--- config.mk ---
export PLATFORM = sky130hd
export DESIGN_NAME = three_bit_sync_down
export DESIGN_NICKNAME = d
export VERILOG_FILES = /design/src/rtl/three_bit_sync_down.sv
export SDC_FILE = /design/constraint.sdc
export NUM_CORES = 1
export LEC_CHECK = 0
export ABC_AREA = 1
export CORE_AREA = 2 2 39 41
export DETAILED_ROUTE_END_ITERATION = 6
export DIE_AREA = 0 0 41 43
export SLEW_MARGIN = 20
export SYNTH_ARGS = -nofsm -noshare
export SYNTH_HDL_FRONTEND = slang
export SYNTH_SLANG_ARGS = --single-unit
--- constraint.sdc ---
create_clock -name clk -period 1.6 [get_ports clk]
set_clock_uncertainty 0.1 [all_clocks]
set_input_delay 0.24 -clock clk [delete_from_list [all_inputs] [get_ports clk]]
set_output_delay 0.24 -clock clk [all_outputs]
set_load 0.01 [all_outputs]
--- src/rtl/three_bit_sync_down.sv ---
// ---------------------------------------------------------------------------
// three_bit_sync_down
//
// 3-bit synchronous down counter with parallel load and two counting modes:
//   mode = 0 : free-running, wraps 000 -> 111 and flags the wrap on tc
//   mode = 1 : one-shot, stops at 000 in HALT and raises done
//
// Ports
//   clk      in   1  clock; all state changes on the rising edge
//   reset    in   1  synchronous active-low reset
//   enable   in   1  count enable (decrement when high)
//   load     in   1  parallel-load strobe; wins over enable
//   LoadVal  in   3  value loaded into Count when load is high
//   mode     in   1  0 = wrap, 1 = one-shot
//   Count    out  3  registered counter value
//   CountBar out  3  bitwise complement of Count
//   tc       out  1  combinational borrow for cascading
//   done     out  1  registered one-shot completion flag
// ---------------------------------------------------------------------------
module three_bit_sync_down (
  input  logic       clk,
  input  logic       reset,
  input  logic       enable,
  input  logic       load,
  input  logic [2:0] LoadVal,
  input  logic       mode,
  output logic [2:0] Count,
  output logic [2:0] CountBar,
  output logic       tc,
  output logic       done
);

  typedef enum logic {
    RUN  = 1'b0,
    HALT = 1'b1
  } state_t;

  state_t     r_state;
  state_t     w_nextState;
  logic [2:0] r_count;
  logic [2:0] w_nextCount;
  logic       r_done;
  logic       w_nextDone;
  logic       w_countZero;

  assign w_countZero = (r_count == 3'b000);

  // State register: reset returns every piece of state together so that
  // a reset in the middle of a count never leaves a partial update.
  always_ff @(posedge clk) begin
    if (!reset) begin
      r_state <= RUN;
      r_count <= 3'b000;
      r_done  <= 1'b0;
    end else begin
      r_state <= w_nextState;
      r_count <= w_nextCount;
      r_done  <= w_nextDone;
    end
  end

  // Next-state logic. Load beats enable; HALT ignores enable and mode and
  // can only be left through load (or reset). In one-shot mode the step
  // that lands on 000 also enters HALT, so done rises on the same edge
  // that Count reaches zero.
  always_comb begin
    w_nextState = r_state;
    w_nextCount = r_count;
    w_nextDone  = r_done;
    if (load) begin
      w_nextState = RUN;
      w_nextCount = LoadVal;
      w_nextDone  = 1'b0;
    end else if (enable && (r_state == RUN)) begin
      if (w_countZero) begin
        if (mode) begin
          // Loaded with 000 in one-shot: nothing left to count, just stop.
          w_nextState = HALT;
          w_nextDone  = 1'b1;
        end else begin
          w_nextCount = 3'b111;
        end
      end else if (mode && (r_count == 3'b001)) begin
        w_nextState = HALT;
        w_nextCount = 3'b000;
        w_nextDone  = 1'b1;
      end else begin
        w_nextCount = r_count - 3'd1;
      end
    end
  end

  // Outputs. CountBar comes straight off the count register so it cannot
  // drift from Count. tc is gated with RUN: in HALT Count sits at 000 but
  // no wrap can follow, so no borrow must be signalled.
  always_comb begin
    Count    = r_count;
    CountBar = ~r_count;
    done     = r_done;
    tc       = enable && w_countZero && !mode && !load && (r_state == RUN);
  end

endmodule

==> impl_summary.md <==
Drt
The number of antenna-violating nets in the routed design is 0. The final routed DRC violation total is 0. The number of vias in the routed layout is 428. Dividing the detail-routed wire length by the instance count gives 8.21 microns. The total wirelength of the detailed-routed design is about 850 microns. The number of search-and-repair iterations in the first detailed-routing pass is 4. The via-per-instance ratio is 4.16.

In this run, the number of DRC markers left after iteration 0 of detailed routing was 5.

Critical path
The worst setup path is launched from a flop. Traced cell by cell, the critical path runs through inv_8 -> ha_4 -> inv_2 -> nor2_2 -> nand3_1 -> nor2_1 -> buf_2. The classification of the worst setup path is reg -> out. In this run the worst path has a maximum fanout of 2. The number of buffers and inverters on the critical path is 3. The kind of end point of the critical path is an output pin. For the worst setup path, the data arrival time is ~1200 ps.

At the worst endpoint, the required time is 1260 ps. The largest stage delay on the critical path is between 300 and 400 ps. For this design, the slowest cell found on the critical path is dfxtp_4. The cell class contributing the biggest share of worst-path delay is flip-flops.

Power and ir drop
The worst-case IR drop observed on VDD is roughly 360 uV. Power spread over the standard cell area amounts to 706 nW/um^2. The static leakage is 0.333 nW.

Die
The placement row count is 14. The area enclosed by the die boundary is between 1500 and 2000 sq um. The die outline width is 41 microns. The floorplan step defined a core boundary enclosing roughly 1400 sq um. The die is 43 microns tall. In this run the count of I/O pins placed on the die edge is 16. The initial utilization of the core area, before any placement, comes to 0.264.

Synth
The share of the yosys chip area belonging to registers is 0.219. Of all cell types, the one taking the most synthesized area is dfxtp_1. The instance count of the mapped netlist is 59. The most frequent cell after synthesis is nor2_1. The number of nets handed over by synthesis was 70. In the synthesized netlist the async set-or-reset flop fraction comes to 0. The synthesized netlist occupies a cell area of 365 sq um. For this run, the leading register cell type out of synthesis is dfxtp_1. The synthesized design contains 0 enable-type register cells. The commonest cells after synthesis are nor2_1 (14), nand2_1 (12), nand3_1 (7).

A synthesized cell averages 6.19 sq um. Yosys printed 0 warnings. The number of different library cells used by synthesis comes to 13. In this run, synthesis produced a sequential element count of 4.

The area share of the leading cell type in the synthesized netlist is 0.219. By area the synthesized netlist is led by dfxtp_1 (22%), nor2_1 (14%), nand2_1 (12%).

Finish
The net count reported at finish is 100. The share of post-route cells with drive strength above 1 is 0.333. Counting the fill cells in the layout gives 147. The signed area change from the synthesized netlist to the final layout is 75.0%. The total area of multi-input combinational cells is 246 sq um.

The count of antenna diodes in the layout is 0. The final non-filler cell total is 103. Summing all flip-flop and latch instances after layout gives 85.1 sq um.

Clocking
CTS saw 4 sinks. After clock tree synthesis, the clock-pin slew on the worst setup and hold paths is 40 ps. In this run the deepest clock path goes through 2 buffers. In this run the number of H-tree levels came out at 1. The clock tree root driver cell is clkbuf_4. The number of clock buffers added by TritonCTS is 3. The CTS tree is built. The later-pin clock latency in the skew report is roughly 240 ps.

Status
The flow ran to the end, and the final reports show no timing, DRC or antenna violations.

Global route
The number of global-route vias before repair is 374. In the global route stage, overall resource usage came out at 0.132. The global-route wire length before repair is 1440 microns.

Entering global routing, the biggest net connects 7 pins. The final global-route overflow total is 0. The number of antenna violations at the first check in global routing is 0.

Place
Including well taps, the total number of placed cells is 100. The number of input and output port buffers inserted is 15. The final estimated routing congestion in global placement is 0.764.

Summed over all nets, the half-perimeter wirelength after detailed placement is 723 microns.

Timing
The timing-limited maximum frequency is 0.643 GHz. The total count of max-transition violations in the final report is 0. The remaining max-slew budget at the tightest pin is 0.905. The ratio of final minimum period to clock period is 0.972.

In the final timing run, aggregate negative setup slack is 0 ps. Setup repair after global routing could not meet its margin everywhere. The final hold violation count came to 0.

The shortest clock period the worst path allows after layout is 1550 ps. The final count of negative-setup-slack endpoints is 0. At the pin with the least slew margin, the transition time is 142 ps.

Flow run
The tool flagged a number of max-cap violations equal to 0.

Worst hold path
The tightest min-delay check is of the reg -> reg type.
[final cells by class]
class / count / share of cell area
clock buffer: 3 / 0.0352
inverter: 10 / 0.0705
multi-input combinational: 45 / 0.386
sequential: 4 / 0.133
tap: 16 / 0.0313
timing repair buffer: 25 / 0.344
[routing by layer]
layer | track usage | routed length [microns] | vias up
met5 | 0 | 0 | -
met1 | 0.158 | 384 | 173
met2 | 0.163 | 383 | 10
met4 | 0.140 | 44 | 0
li1 | - | - | 241
met3 | 0.0471 | 34 | 4
[path summary, 6_finish.rpt]
kind	startpoint	cells past startpoint	endpoint	slack (ps)
worst min register to register	done	2	done	380
worst min-delay path	done	2	done	380
worst max-delay path	Count[0]	7	tc	50
worst max register to register	Count[0]	7	Count[2]	250
[cell usage in the layout, fill, tap and decap left out, drive strengths merged, types with 2 or more instances in the layout]
cell type | netlist | final
nor2 | 16 | 16
nand2 | 16 | 16
clkdlybuf4s50 | 0 | 11
buf | 0 | 11
inv | 9 | 10
nand3 | 7 | 7
dfxtp | 4 | 4
clkbuf | 0 | 3
ha | 3 | 3
a21oi | 2 | 2
dlygate4sd2 | 0 | 2
[where the power goes]
part | switching, mW | leakage (nW) | total, mW | internal, mW
clock network | 0.0462 | 0.0138 | 0.130 | 0.0842
registers | 0.00971 | 0.0340 | 0.121 | 0.111
logic | 0.0919 | 0.285 | 0.201 | 0.109
total | 0.148 | 0.333 | 0.452 | 0.304
[per-stage QoR]
step	hold WS, ps	area (sq um)	utilization	total power [mW]	worst slack (ps)
after floorplan	261	365	-	0.219	161
after global placement	378	611	0.441	0.322	-200
after detailed placement	377	611	0.441	0.323	-213
after CTS	382	628	0.454	0.456	-80.5
after global routing	419	639	0.462	0.496	-29.9
final	379	639	0.462	0.452	45.5
[timing repair]
| action | 4_1_cts | 5_1_grt |
|---|---|---|
| hold buffers | 0 | 0 |
| setup buffers | 0 | 0 |
| pin swaps | 0 | 4 |
| endpoints found under the setup margin | 3 | 2 |
| gates resized for setup | 7 | 8 |
[flip-flops by register name (all words and copies together) (netlist names)]
name,flops
Count,3
done,1
[worst register-to-register path, delay by kind of cell (launching register included)]
kind	cells	cell delay, ps
fa+ha+maj	1	200
flops	1	370
buf+inv	2	170
simple gates	4	430
[cells by family (layout without fill, tap and decap cells)]
family	count (synthesis)	in the layout	synth area share
buf+inv	10	38	0.140
flops	4	4	0.219
simple gates	40	40	0.510
fa+ha+maj	3	3	0.103
compound gates	2	2	0.0274
(Power assumes the default switching activity.)
